===== config.mk =====
export PLATFORM = sky130hd
export DESIGN_NAME = pq_drain_sequencer
export DESIGN_NICKNAME = d
export VERILOG_FILES = /design/src/rtl/pq_drain_sequencer.sv
export SDC_FILE = /design/constraint.sdc
export NUM_CORES = 1
export LEC_CHECK = 0
export CAP_MARGIN = 10
export CORE_MARGIN = 2
export CORE_UTILIZATION = 55
export CTS_BUF_LIST = sky130_fd_sc_hd__clkbuf_4 sky130_fd_sc_hd__clkbuf_8 sky130_fd_sc_hd__clkbuf_16
export CTS_CLUSTER_SIZE = 10
export DETAILED_ROUTE_END_ITERATION = 10
export GPL_TIMING_DRIVEN = 0
export PLACE_DENSITY = 0.92
export SLEW_MARGIN = 10
export SYNTH_ARGS = -nofsm -noshare
export SYNTH_HDL_FRONTEND = slang
export SYNTH_SLANG_ARGS = --single-unit
export TNS_END_PERCENT = 100

===== constraint.sdc =====
create_clock -name CLK -period 7.1 [get_ports CLK]
set_input_delay 1.775 -clock CLK [delete_from_list [all_inputs] [get_ports CLK]]
set_output_delay 1.775 -clock CLK [all_outputs]
set_load 0.05 [all_outputs]

===== src/rtl/pq_drain_sequencer.sv =====
// Batch drain sequencer for a priority queue read port.
// Pops i_count entries, buffers them and streams them out with order checks.
module pq_drain_sequencer #(
  parameter int QUEUE_DEPTH = 10,
  parameter int DATA_LENGTH = 32,
  parameter int BUF_DEPTH = 2,
  localparam int CNT_W = $clog2(QUEUE_DEPTH + 1)
) (
  input  logic                   CLK,
  input  logic                   RST,
  input  logic                   i_start,
  input  logic [CNT_W-1:0]       i_count,
  input  logic                   i_abort,
  input  logic                   pq_empty,
  output logic                   pq_rd_req,
  input  logic                   pq_data_valid,
  input  logic [DATA_LENGTH-1:0] pq_data,
  output logic                   o_valid,
  output logic [DATA_LENGTH-1:0] o_data,
  input  logic                   i_ready,
  output logic [CNT_W-1:0]       o_remaining,
  output logic                   o_busy,
  output logic                   o_done,
  output logic                   o_order_err,
  output logic                   o_underflow_err
);

  localparam int PTR_W = (BUF_DEPTH > 1) ? $clog2(BUF_DEPTH) : 1;
  localparam int OCC_W = $clog2(BUF_DEPTH + 1);
  localparam logic [OCC_W-1:0] FULL = OCC_W'(BUF_DEPTH);
  localparam logic [PTR_W-1:0] PTR_LAST = PTR_W'(BUF_DEPTH - 1);

  typedef enum logic [2:0] {
    S_IDLE,
    S_ISSUE,
    S_WAIT,
    S_DRAIN,
    S_DONE
  } state_t;

  state_t state, state_n;

  logic [CNT_W-1:0] remaining, rem_n;
  logic [DATA_LENGTH-1:0] mem [BUF_DEPTH];
  logic [PTR_W-1:0] rd_ptr, wr_ptr;
  logic [OCC_W-1:0] occ;
  logic [DATA_LENGTH-1:0] last_val;
  logic have_last;
  logic order_err, underflow_err;

  logic issue, push, pop, flush;
  logic clr_err, set_uf, viol;

  function automatic logic [PTR_W-1:0] nxt(input logic [PTR_W-1:0] p);
    return (p == PTR_LAST) ? '0 : p + PTR_W'(1);
  endfunction

  always_comb begin
    state_n = state;
    rem_n = remaining;
    issue = 1'b0;
    push = 1'b0;
    flush = 1'b0;
    clr_err = 1'b0;
    set_uf = 1'b0;
    // Abort overrides every state action, including a same-cycle response.
    if (i_abort && state != S_IDLE) begin
      state_n = S_IDLE;
      rem_n = '0;
      flush = 1'b1;
    end else begin
      unique case (state)
        S_IDLE: begin
          if (i_start) begin
            clr_err = 1'b1;
            rem_n = i_count;
            state_n = (i_count != '0) ? S_ISSUE : S_DONE;
          end
        end
        S_ISSUE: begin
          if (remaining == '0) begin
            state_n = S_DRAIN;
          end else if (!pq_empty && occ < FULL) begin
            issue = 1'b1;
            state_n = S_WAIT;
          end
        end
        S_WAIT: begin
          state_n = S_ISSUE;
          if (pq_data_valid) begin
            push = 1'b1;
            rem_n = remaining - CNT_W'(1);
          end else begin
            set_uf = 1'b1;
          end
        end
        S_DRAIN: begin
          if (occ == '0) state_n = S_DONE;
        end
        S_DONE: state_n = S_IDLE;
        default: state_n = S_IDLE;
      endcase
    end
  end

  assign pop = o_valid && i_ready && !flush;
  assign viol = push && have_last && (pq_data < last_val);

  always_ff @(posedge CLK) begin
    if (RST) begin
      state <= S_IDLE;
      remaining <= '0;
      rd_ptr <= '0;
      wr_ptr <= '0;
      occ <= '0;
      last_val <= '0;
      have_last <= 1'b0;
      order_err <= 1'b0;
      underflow_err <= 1'b0;
    end else begin
      state <= state_n;
      remaining <= rem_n;
      if (clr_err) begin
        order_err <= 1'b0;
        underflow_err <= 1'b0;
        have_last <= 1'b0;
      end else begin
        if (viol) order_err <= 1'b1;
        if (set_uf) underflow_err <= 1'b1;
        if (push) begin
          last_val <= pq_data;
          have_last <= 1'b1;
        end
      end
      if (flush) begin
        rd_ptr <= '0;
        wr_ptr <= '0;
        occ <= '0;
      end else begin
        if (push) wr_ptr <= nxt(wr_ptr);
        if (pop) rd_ptr <= nxt(rd_ptr);
        unique case ({push, pop})
          2'b10: occ <= occ + OCC_W'(1);
          2'b01: occ <= occ - OCC_W'(1);
          default: occ <= occ;
        endcase
      end
    end
  end

  always_ff @(posedge CLK) begin
    if (push) mem[wr_ptr] <= pq_data;
  end

  assign pq_rd_req = issue;
  assign o_valid = (occ != '0);
  assign o_data = o_valid ? mem[rd_ptr] : '0;
  assign o_remaining = remaining;
  assign o_busy = (state != S_IDLE);
  assign o_done = (state == S_DONE);
  assign o_order_err = order_err;
  assign o_underflow_err = underflow_err;

endmodule


==> results.md, run 1 <==
Synthesis:
- The compound-cell area share of the yosys netlist is 0.0991.
- The fraction of the yosys area taken by sequential cells is 0.564.
- The mean instance size in the synthesized netlist is 10.6 µm².
- The share of synthesized cell area in and, or, nand and nor gates is 0.136.
- Of the total synthesized cell area, the portion taken by full adders, half adders and majority gates is 0.0814.
- The synthesized design spends more area on one cell type than any other, namely edfxtp_1.
- The post-synthesis xor/xnor area fraction is 0.00863.
- The count of state elements after synthesis is 111.
- During synthesis, Yosys emitted a total of 0 warnings.
- The proportion of synthesized area in mux cells is 0.0631.
- The number of different library cells used by synthesis comes to 48.
- After synthesis, the share of flip-flops with an asynchronous set or reset is 0.
- Yosys mapped a number of flops with a built-in enable equal to 64.
- Synthesis produced 480 cells.
- The flip-flop cell with the highest count after synthesis is edfxtp_1.
- The net count of the mapped netlist is 556.
- The main combinational cell family by area after synthesis is simple AND/OR/NAND/NOR gates.
- The most common cell in the synthesized netlist is nand2_1.
- The share of synthesized area in the top cell type comes to 0.379.
- The synthesized netlist occupies a cell area of 5070 µm².
- Sorting the synthesized cells by area gives the leading types as edfxtp_1 38%, dfxtp_1 19%, ha_1 8.1%.
- The commonest cells after synthesis are 78 x nand2_1, 64 x edfxtp_1, 55 x nor2_1.

Timing:
- The count of endpoints failing hold in the final timing report is 0.
- The count of final setup violators is 0.
- For the pin with the worst max-slew slack, the measured transition is 0.805 ns.
- Counting I/O delays and the setup requirement, the final critical path takes 5.17 ns.
- The total negative slack for setup checks is 0 ns.
- The achievable frequency is 0.194 GHz.
- Between clock sinks in the finished design, the worst skew comes to 0.0151 ns.
- The worst slew margin relative to its limit is 0.463.
- Setup repair after global routing left no endpoint under its margin.
- Of the available clock period, the critical path in the final layout requires 0.728.
- Final hold analysis gives a worst-case slack of 0.465 ns.
- The max-slew violation count is 0.

Power and ir drop:
- For this design the static power due to leakage is 2.11 nW.
- For this design the ratio of total power to cell area is 224 nW/µm².
- The completed layout was analyzed and its total power is 1.41 mW.
- The peak supply drop is 0.152 mV.

Routing:
- The routed layout has 3,800 vias.
- After detailed routing, the total wire length is 10.7 mm.
- After detailed routing, the number of vias per cell comes to 5.50.
- The count of nets left with antenna violations once routing finished came out at 0.
- Dividing the detail-routed wire length by the instance count gives 15.5 µm.
- The residual DRC count is 0.
- The iteration count of the initial detailed-routing pass is 5.
- The initial DRC count is 194.

Clocking:
- The clock insertion delay at the later pin of the skew report is 0.37 ns.
- Once the clock tree was built, the resizer swapped 0 gates to a different size.
- The clock-pin slew reported for the worst setup and hold paths after clock tree synthesis is 0.10 ns.
- The number of H-tree branching levels is 3.
- The root buffer cell is clkbuf_8.
- The cts-stage hold buffer count is 0.
- The CTS tree is built.
- The longest clock path from root to sink contains 2 buffers.
- The TritonCTS sink count is 111.
- The number of buffers inserted by post-CTS setup repair is 0.
- The total CTS buffers is 9.

Worst setup path:
- By startpoint and endpoint, the worst setup path is classified as in2out.
- STA puts the critical path data required time at 5.33 ns.
- The startpoint kind of the worst setup timing path is an input port.
- The startpoint identified for the worst register-to-register timing path is state[0].
- The endpoint kind of the worst setup timing path is a primary output.
- The maximum fanout along the worst path is 4.
- At the worst endpoint, the arrival time is 3.39 ns.
- The source of the critical timing path is i_abort.

Global routing:
- The largest net degree at the start of global routing is 33.
- Across every metal layer, demand over resource in global routing totals 0.221.
- The number of global-route vias before repair was 3,811.
- The first global-routing pass estimated 17.5 mm of wire.
- The initial antenna violation count is 0.
- The total global routing overflow is 0.

Place:
- The routability congestion estimate from global placement is 0.860.
- The number of I/O port buffers is 83.
- Detailed placement finished with a half-perimeter wire length of 7.64 mm.
- The number of placed instances, taps included is 675.

Floorplanning:
- In this run the count of I/O pins placed on the die edge is 85.
- The floorplan step set the die width to 100 µm.
- The initial core utilization is 0.557.
- After floorplanning, the core was divided into 35 placement rows.
- The total area inside the core boundary comes to 9110 µm².
- Measured along the y axis, the die boundary spans 100 µm.
- The overall die area is 10,000 µm².

Finish:
- The share of the core filled with cells is 0.692.
- The number of nets in the layout is 651.
- In the final layout, the share of cells above drive strength 1 is 0.0603.
- The final cell count without fillers is 691.
- The area overhead of the layout relative to synthesis is 24.2%.
- The antenna diode instance count is 0.

Outcome:
- The run finished with clean final reports.

Min path:
- The path category of the worst min-delay check is reg2reg.
- The startpoint identified for the worst hold timing path is last_val[7].

Run:
- Across the run, the number of max-cap violations was 0.
==> stage by stage <==
step                worst slack [ns]  area [µm²]
finish                          1.93        6300
global route                    1.87        6300
CTS                             1.93        6300
detailed placement              1.92        6080
global placement                1.55        6040
floorplan                       2.98        5070
==> path summary, 6_finish.rpt <==
path / to / depth (start not counted) / slack (ns)
min reg2reg: last_val[7] / 2 / 0.46
min: last_val[7] / 2 / 0.46
max reg2reg: mem[0][10] / 8 / 4.65
max: pq_rd_req / 4 / 1.93
==> final cells by class <==
class / instances / area [µm²]
inverters: 37 / 141
flip-flops and latches: 111 / 2860
multi-input cells: 311 / 1980
clock inverters: 6 / 75.1
plain buffers: 21 / 98.8
repair buffers: 84 / 858
clock buffers: 10 / 149
well taps: 111 / 139
fillers: 656 / 2800
==> placed cells by master (no fill, tap or decap), drive strengths merged, types with 11 or more instances in the layout <==
cell type      netlist  final
edfxtp              64     64
a21oi               50     50
inv                 37     39
ha                  33     33
nand2               79     79
mux2i               32     32
clkdlybuf4s50        0     83
nor2                56     56
dfxtp               47     47
buf                 10     11
clkbuf              11     21
==> power by group <==
group	internal, mW	total, mW	switching (mW)
Combinational	0.110	0.288	0.178
Sequential	0.701	0.713	0.0119
Clock	0.190	0.411	0.222
==> routing by layer <==
layer / routed length, µm / track usage / vias to the layer above / part of all wire
met3: 544 / 0.0341 / 24 / 0.051
met5: 0 / 0 / - / 0
met2: 5390 / 0.389 / 129 / 0.50
met4: 210 / 0.0780 / 0 / 0.020
li1: - / - / 1848 / -
met1: 4590 / 0.277 / 1799 / 0.43
==> critical path: stages <==
cell	delay, ns
clkdlybuf4s50_1	0.50
nand2_1	0.15
and3b_1	0.16
clkdlybuf4s50_1	0.80
==> sequential cells by signal, summed over array words and instances, names as in the netlist, named ones only <==
signal and cells:
o_order_err 1, o_underflow_err 1, last_val 32, rd_ptr 1, o_remaining 4, state 3
have_last 1, wr_ptr 1, mem 64, occ 2
==> cell families after synthesis <==
group,Yosys count
multiplexers,32
AND/OR/NAND/NOR,159
AO/OA/AOI/OAI,82
adder cells (fa/ha/maj),33
XOR/XNOR,5
flip-flops,111
buffers and inverters,58
Power figures use the tool's default switching activity.
==> run 2, diff against run 1 <==
CORE_UTILIZATION = 53   (was 55)
PLACE_DENSITY = 0.9   (was 0.92)
clock period = 5.3 ns   (was 7.1 ns; I/O delays follow)
==> run 2 against run 1 <==
Clock skew fell by 0.0011 ns. Die area increased by 3.6%. Sequential share of layout area grew 0.16 points. Largest power group unchanged. Worst hold slack got worse by 0.00062 ns.
==> results.md, run 2 (same netlist as run 1, synthesis figures left out) <==
Worst setup path:
- The data arrival time of the worst path is 2.95 ns.
- The most prevalent standard cell on the critical path is clkdlybuf4s50_1.
- The capturing point of the worst reg2reg path is mem[1][0].
- The instance count on the critical path is 4.
- In this run the worst path has a maximum fanout of 4.
- The kind of cell adding the most delay to the critical path is buffers and inverters.
- The largest incremental delay on the critical path is 0.80 ns.
- Among all stages on the critical path, the largest delay is contributed by clkdlybuf4s50_1.
- The endpoint kind of the worst setup timing path is a primary output.
- The origin of the critical flop-to-flop path is state[0].
- Together, buffers and inverters on the worst path number 2.
- The critical path is of the in2out type.
- The startpoint kind of the worst setup timing path is an input port.
- The data required time at the worst endpoint is 3.97 ns.
- Traced cell by cell, the critical path runs through clkdlybuf4s50_1 -> nand2_1 -> and3b_1 -> clkdlybuf4s50_1.
- The depth of the worst register-to-register path is 6.
- The worst setup slack for register-to-register paths is 2.84 ns.

Floorplanning:
- The overall die area is 10,400 µm².
- For this configuration, the core starts out at a cell density of 0.547.
- Measured along the y axis, the die boundary spans 102 µm.
- The floorplan step set the die width to 102 µm.
- The number of top-level pins is 85.
- The core outline area is 9280 µm².
- After floorplanning, the core was divided into 35 placement rows.

Clocking:
- The number of H-tree branching levels is 3.
- The number of gates resized after CTS was 0.
- CTS saw 111 sinks.
- The clock reaches the later pin of the worst-skew pair after 0.38 ns.
- In this run the deepest clock path goes through 2 buffers.
- The total CTS buffers is 9.
- TritonCTS built the clock tree.
- The root buffer cell is clkbuf_8.
- Hold repair after CTS inserted 0 buffers.
- The number of buffers inserted by post-CTS setup repair is 0.
- The clock-pin slew reported for the worst setup and hold paths after clock tree synthesis is 0.11 ns.

Routing:
- Before antenna repair, the detailed router went through 4 iterations.
- The initial DRC count is 193.
- The wire length after detailed routing is 10.6 mm.
- After detailed routing, the number of vias per cell comes to 5.29.
- The number of vias in the routed layout is 3,748.
- The detail-routed net length per standard cell is 15.0 µm.
- The post-route antenna net violation count is 0.
- For this run, design rule violations remaining after detail routing come to 0.

Global routing:
- The number of global-route vias before repair was 3,727.
- The largest net degree at the start of global routing is 33.
- Global routing finished with a remaining overflow of 0.
- The aggregate global-route resource usage is 0.212.
- The initial antenna violation count is 0.
- The first global-routing pass estimated 17.0 mm of wire.

Finish:
- For this run, the share of the core covered by cells in the final layout is 0.677.
- Counting flops per register, the top entry is mem.
- The register with the most flip-flops in the layout has 64 of them.
- The area of all placed cells without fillers is 6280 µm².
- The share of post-route cells with drive strength above 1 is 0.0603.
- The finished layout holds 709 standard cells, fillers aside.
- After the last flow step, the layout net total stands at 651.
- The top cell types in the final layout, fill and taps aside, are 83 x clkdlybuf4s50_1, 78 x nand2_1, 64 x edfxtp_1, 54 x nor2_1, 50 x a21oi_1.
- The repair_antennas step left the layout with diodes totalling 0.
- The library cell used most frequently in the layout, excluding fill and tap cells, is clkdlybuf4s50_1.
- The area growth from synthesis to layout is 23.8%.

Place:
- After detailed placement, the design holds a cell count of 693.
- The placed instances occupy a cell area of 6100 µm².
- The routability congestion estimate from global placement is 0.850.
- Once detailed placement completed, the half-perimeter wirelength came to 7.68 mm.
- The number of I/O port buffers is 83.

Timing:
- The count of endpoints failing hold in the final timing report is 0.
- The final period utilization is 0.806.
- The count of final setup violators is 0.
- The minimum clock period after layout is 4.27 ns.
- Setup total negative slack on the finished layout was measured at 0 ns.
- The worst clock skew on the final layout is 0.0140 ns.
- The pin slew with the least headroom to its limit is 0.832 ns.
- The worst slew margin relative to its limit is 0.445.
- The max-slew violation count is 0.
- The achievable frequency is 0.234 GHz.
- Setup repair after global routing left no endpoint under its margin.

Power and ir drop:
- The analysis attributes to cell leakage a power of 2.09 nW.
- Power comes to 1.82 mW.
- The power density relative to cell area is 289 nW/µm².
- IR analysis of the VDD net gives a maximum drop of 0.175 mV.

Min path:
- The worst hold path was traced through 2 stages.
- The start point of the worst min-delay path is last_val[27].
- The path category of the worst min-delay check is reg2reg.
- The worst hold path terminates at last_val[27].

Outcome:
- The flow ran to the end, and the final reports show no timing, DRC or antenna violations.

Run:
- The count of maximum capacitance violations is 0.
-- run 2: cell types whose count changed in the layout (fill, tap and decap cells not counted), sizes merged --
cell and change:
inv +1, clkbuf +1, bufinv -1, clkinvlp -1
-- run 2: layout make-up --
| class | instances | area [µm²] |
|---|---|---|
| fillers | 742 | 3000 |
| multi-input cells | 311 | 1980 |
| clock inverters | 5 | 40.0 |
| repair buffers | 84 | 858 |
| flip-flops and latches | 111 | 2860 |
| plain buffers | 21 | 98.8 |
| well taps | 129 | 161 |
| inverters | 37 | 141 |
| clock buffers | 11 | 139 |
-- run 2: power by group --
| group | switching (mW) | internal (mW) | total [mW] |
|---|---|---|---|
| Sequential | 0.0152 | 0.940 | 0.955 |
| Clock | 0.291 | 0.187 | 0.479 |
| Combinational | 0.237 | 0.147 | 0.384 |
-- run 2: metal layers --
metal,global-route usage,share of wire,routed length [µm],vias up
met5,0,0,0,-
met4,0.0851,0.013,142,0
met3,0.0486,0.053,563,10
met2,0.365,0.50,5350,102
met1,0.257,0.43,4540,1786
li1,-,-,-,1850
-- run 2: how the worst max path moves through the flow --
stage | startpoint | end
finish | i_abort | pq_rd_req
global route | i_abort | pq_rd_req
CTS | i_abort | pq_rd_req
detailed placement | i_abort | pq_rd_req
global placement | pq_data_valid | mem[0][10]
floorplan | pq_data_valid | mem[0][0]
-- run 2: stage by stage --
stage          hold slack (ns)  worst slack, ns
2_1_floorplan            0.436             1.69
3_3_place_gp             0.441            0.181
3_5_place_dp             0.447             1.02
4_1_cts                  0.461             1.02
5_1_grt                  0.482            0.989
6_report                 0.464             1.03
-- run 2: worst reg2reg max path, cell delays in order (launching register included) --
cell     delay [ns]
dfxtp_1        0.31
buf_4          0.16
nor3b_4        0.30
nand2_2        0.11
nor2_4         0.20
buf_2          0.27
and2_2         0.71
==> run 3, diff against run 2 <==
CORE_UTILIZATION = 48   (was 53)
PLACE_DENSITY = 0.86   (was 0.9)
clock period = 3.78 ns   (was 5.3 ns; I/O delays follow)
==> run 3 against run 2 <==
Sequential share of layout area shrank 0.16 points. Clock skew decreased by 0.0046 ns. Cell count is 0.99% higher. Combinational power is 39% higher. Clock power is 44% higher. Critical path depth is the same. Via count decreased by 2.1%. Non-clock buffer count is the same. Flip-flop and latch count is the same. Total power up 41%. First-iteration DRC count fell by 27%.
==> results.md, run 3 (same netlist as run 1, synthesis figures left out) <==
Routing:
- The detailed-route vias per instance is 5.12.
- Across all layers, the routed design uses 3,668 vias.
- The iteration count of the initial detailed-routing pass is 4.
- In this run the remaining antenna-violating nets after routing total 0.
- In the routed design, unresolved DRC markers number 0.
- The initial DRC count is 140.
- The wire length after detailed routing is 10.2 mm.
- In the final routed layout, each cell accounts on average for 14.2 µm.

Timing:
- The worst pin sits at a relative slew slack of 0.476.
- The final period utilization is 0.932.
- The achievable frequency is 0.284 GHz.
- Setup repair after global routing left no endpoint under its margin.
- The pin slew with the least headroom to its limit is 0.786 ns.
- Setup violations remaining at the end of the flow were counted as 0.
- Hold timing on the final database bottoms out at a slack of 0.463 ns.
- Across the routed clock network, the largest skew measured is 0.00941 ns.
- The max-slew violation count came to 0.
- The routed design could run at a clock period as short as 3.52 ns.
- The count of endpoints failing hold in the final timing report is 0.

Worst setup path:
- The startpoint kind of the worst setup timing path is an input port.
- The endpoint kind of the worst setup timing path is a primary output.
- The data arrival time of the worst path is 2.58 ns.
- The maximum fanout along the worst path is 4.
- The kind of critical path is in2out.
- The data required time at the worst endpoint is 2.83 ns.

Finish:
- After the flow finishes, the layout carries non-filler instances totaling 716.
- The number of nets in the layout is 651.
- The flip-flop count of the largest register, all copies and words added is 64.
- The share of the core filled with cells is 0.613.
- Relative to the synthesized area, the layout overhead comes to 24.2%.
- 0 antenna diodes ended up in the layout.
- The area of all placed cells without fillers is 6300 µm².
- Ranked by flip-flop count, first place goes to mem.
- Of the cells placed in the final design, the portion with a size suffix greater than 1 is 0.0603.
- Leaving out fill and tap cells, the most frequent cells in the layout are 83 x clkdlybuf4s50_1, 78 x nand2_1, 64 x edfxtp_1, 54 x nor2_1, 50 x a21oi_1.
- The library cell used most frequently in the layout, excluding fill and tap cells, is clkdlybuf4s50_1.

Clocking:
- The number of gates resized after cts is 0.
- The total CTS buffers is 9.
- The number of buffers inserted by post-CTS setup repair is 0.
- No sink is reached through more buffers than the 2 on the longest clock path.
- The TritonCTS sink count is 111.
- For the worst-skew pair, the clock arrives at the later sink with an insertion delay of 0.37 ns.
- The clock-pin slew reported for the worst setup and hold paths after clock tree synthesis is 0.11 ns.
- The tree is rooted in a clkbuf_8.
- For this design, the CTS-stage hold fixing added 0 buffers.
- The H-tree generated during clock tree synthesis spans 3 levels.
- TritonCTS built the clock tree.

Power and ir drop:
- The combinational power share is 0.209.
- The portion of total power attributed to the clock network is 0.270.
- The peak supply drop is 0.307 mV.
- The share of total power dissipated in sequential elements is 0.522.
- The power density relative to cell area is 407 nW/µm².
- For this design the total switching power over the nets is 781 µW.
- Of the total power, the share spent switching nets is 0.304.
- The cell internal power dissipation is 1.79 mW.
- The analysis attributes to cell leakage a power of 2.10 nW.

Place:
- The routability congestion estimate from global placement is 0.793.
- The number of placed instances, taps included, is 700.
- Input and output buffers added on the ports amount to 83.
- The instance area after placement is 6110 µm².
- After legalization and detailed placement, the total HPWL measured 7.58 mm.

Floorplanning:
- The core outline area is 10,300 µm².
- The die covers 11,400 µm².
- The chip height is 107 µm.
- The initial core utilization is 0.494.
- For this design the top-level I/O count stands at 85.
- The die is 107 µm wide.
- Row generation in the floorplan step produced 37 rows.

Global routing:
- The initial antenna violation count is 0.
- The total overflow left after global routing is 0.
- The met3 usage is 0.0304.
- For met2 alone, demand over resource in global routing was 0.326.
- The number of global-route vias before repair came to 3,697.
- met2 is the most crowded layer.
- The largest net degree at the start of global routing is 33.
- The aggregate global-route resource usage is 0.188.
- The met1 usage in global routing is 0.236.
- The wire length of the first global-routing pass is 17.1 mm.

Run:
- The count of maximum capacitance violations is 0.

Outcome:
- The run finished with clean final reports.

Min path:
- The worst hold path belongs to the class reg2reg.
run 3: changes by cell type in the layout (fill, tap and decap cells not counted), sizes merged:
| cell | delta |
|---|---|
| clkinv | -1 |
| inv | +3 |
| clkbuf | -2 |
run 3: stage by stage:
stage / setup slack [ns] / power (mW) / TNS (ns)
6_report: 0.258 / 2.57 / 0
2_1_floorplan: 0.553 / 1.71 / 0
3_5_place_dp: 0.245 / 1.90 / 0
3_3_place_gp: -1.01 / 1.88 / -32.27
5_1_grt: 0.192 / 2.68 / 0
4_1_cts: 0.245 / 2.59 / 0
run 3: power groups by stage:
| stage | clock [mW] | sequential, mW | combinational [mW] |
|---|---|---|---|
| 6_report | 0.692 | 1.34 | 0.535 |
| 5_1_grt | 0.748 | 1.34 | 0.583 |
| 4_1_cts | 0.710 | 1.34 | 0.537 |
| 3_5_place_dp | 0 | 1.37 | 0.534 |
| 3_3_place_gp | 0 | 1.36 | 0.514 |
| 2_1_floorplan | 0 | 1.39 | 0.316 |
run 3: per-layer routing:
| layer | share of wire | up-vias | wire length, µm |
|---|---|---|---|
| li1 | - | 1844 | - |
| met1 | 0.44 | 1730 | 4490 |
| met2 | 0.50 | 80 | 5140 |
| met3 | 0.040 | 14 | 409 |
| met4 | 0.016 | 0 | 160 |
| met5 | 0 | - | 0 |
run 3: critical path: stages:
cell and delay [ns]:
clkdlybuf4s50_1 0.51, nand2_1 0.16, and3b_1 0.16, clkdlybuf4s50_1 0.79
run 3: area by class of cell:
| cell class | count | area, µm² |
|---|---|---|
| clock buffers | 9 | 124 |
| plain buffers | 21 | 98.8 |
| repair buffers | 84 | 858 |
| clock inverters | 7 | 68.8 |
| inverters | 37 | 141 |
| multi-input cells | 311 | 1980 |
| flip-flops and latches | 111 | 2860 |
| fillers | 865 | 3970 |
| well taps | 136 | 170 |
run 3: final timing paths:
check,startpoint,to,slack (ns),cells after the start
hold reg to reg,last_val[3],last_val[3],0.46,2
setup reg to reg,state[0],mem[0][7],1.31,8
setup / recovery,i_abort,pq_rd_req,0.26,4
hold / removal,last_val[3],last_val[3],0.46,2
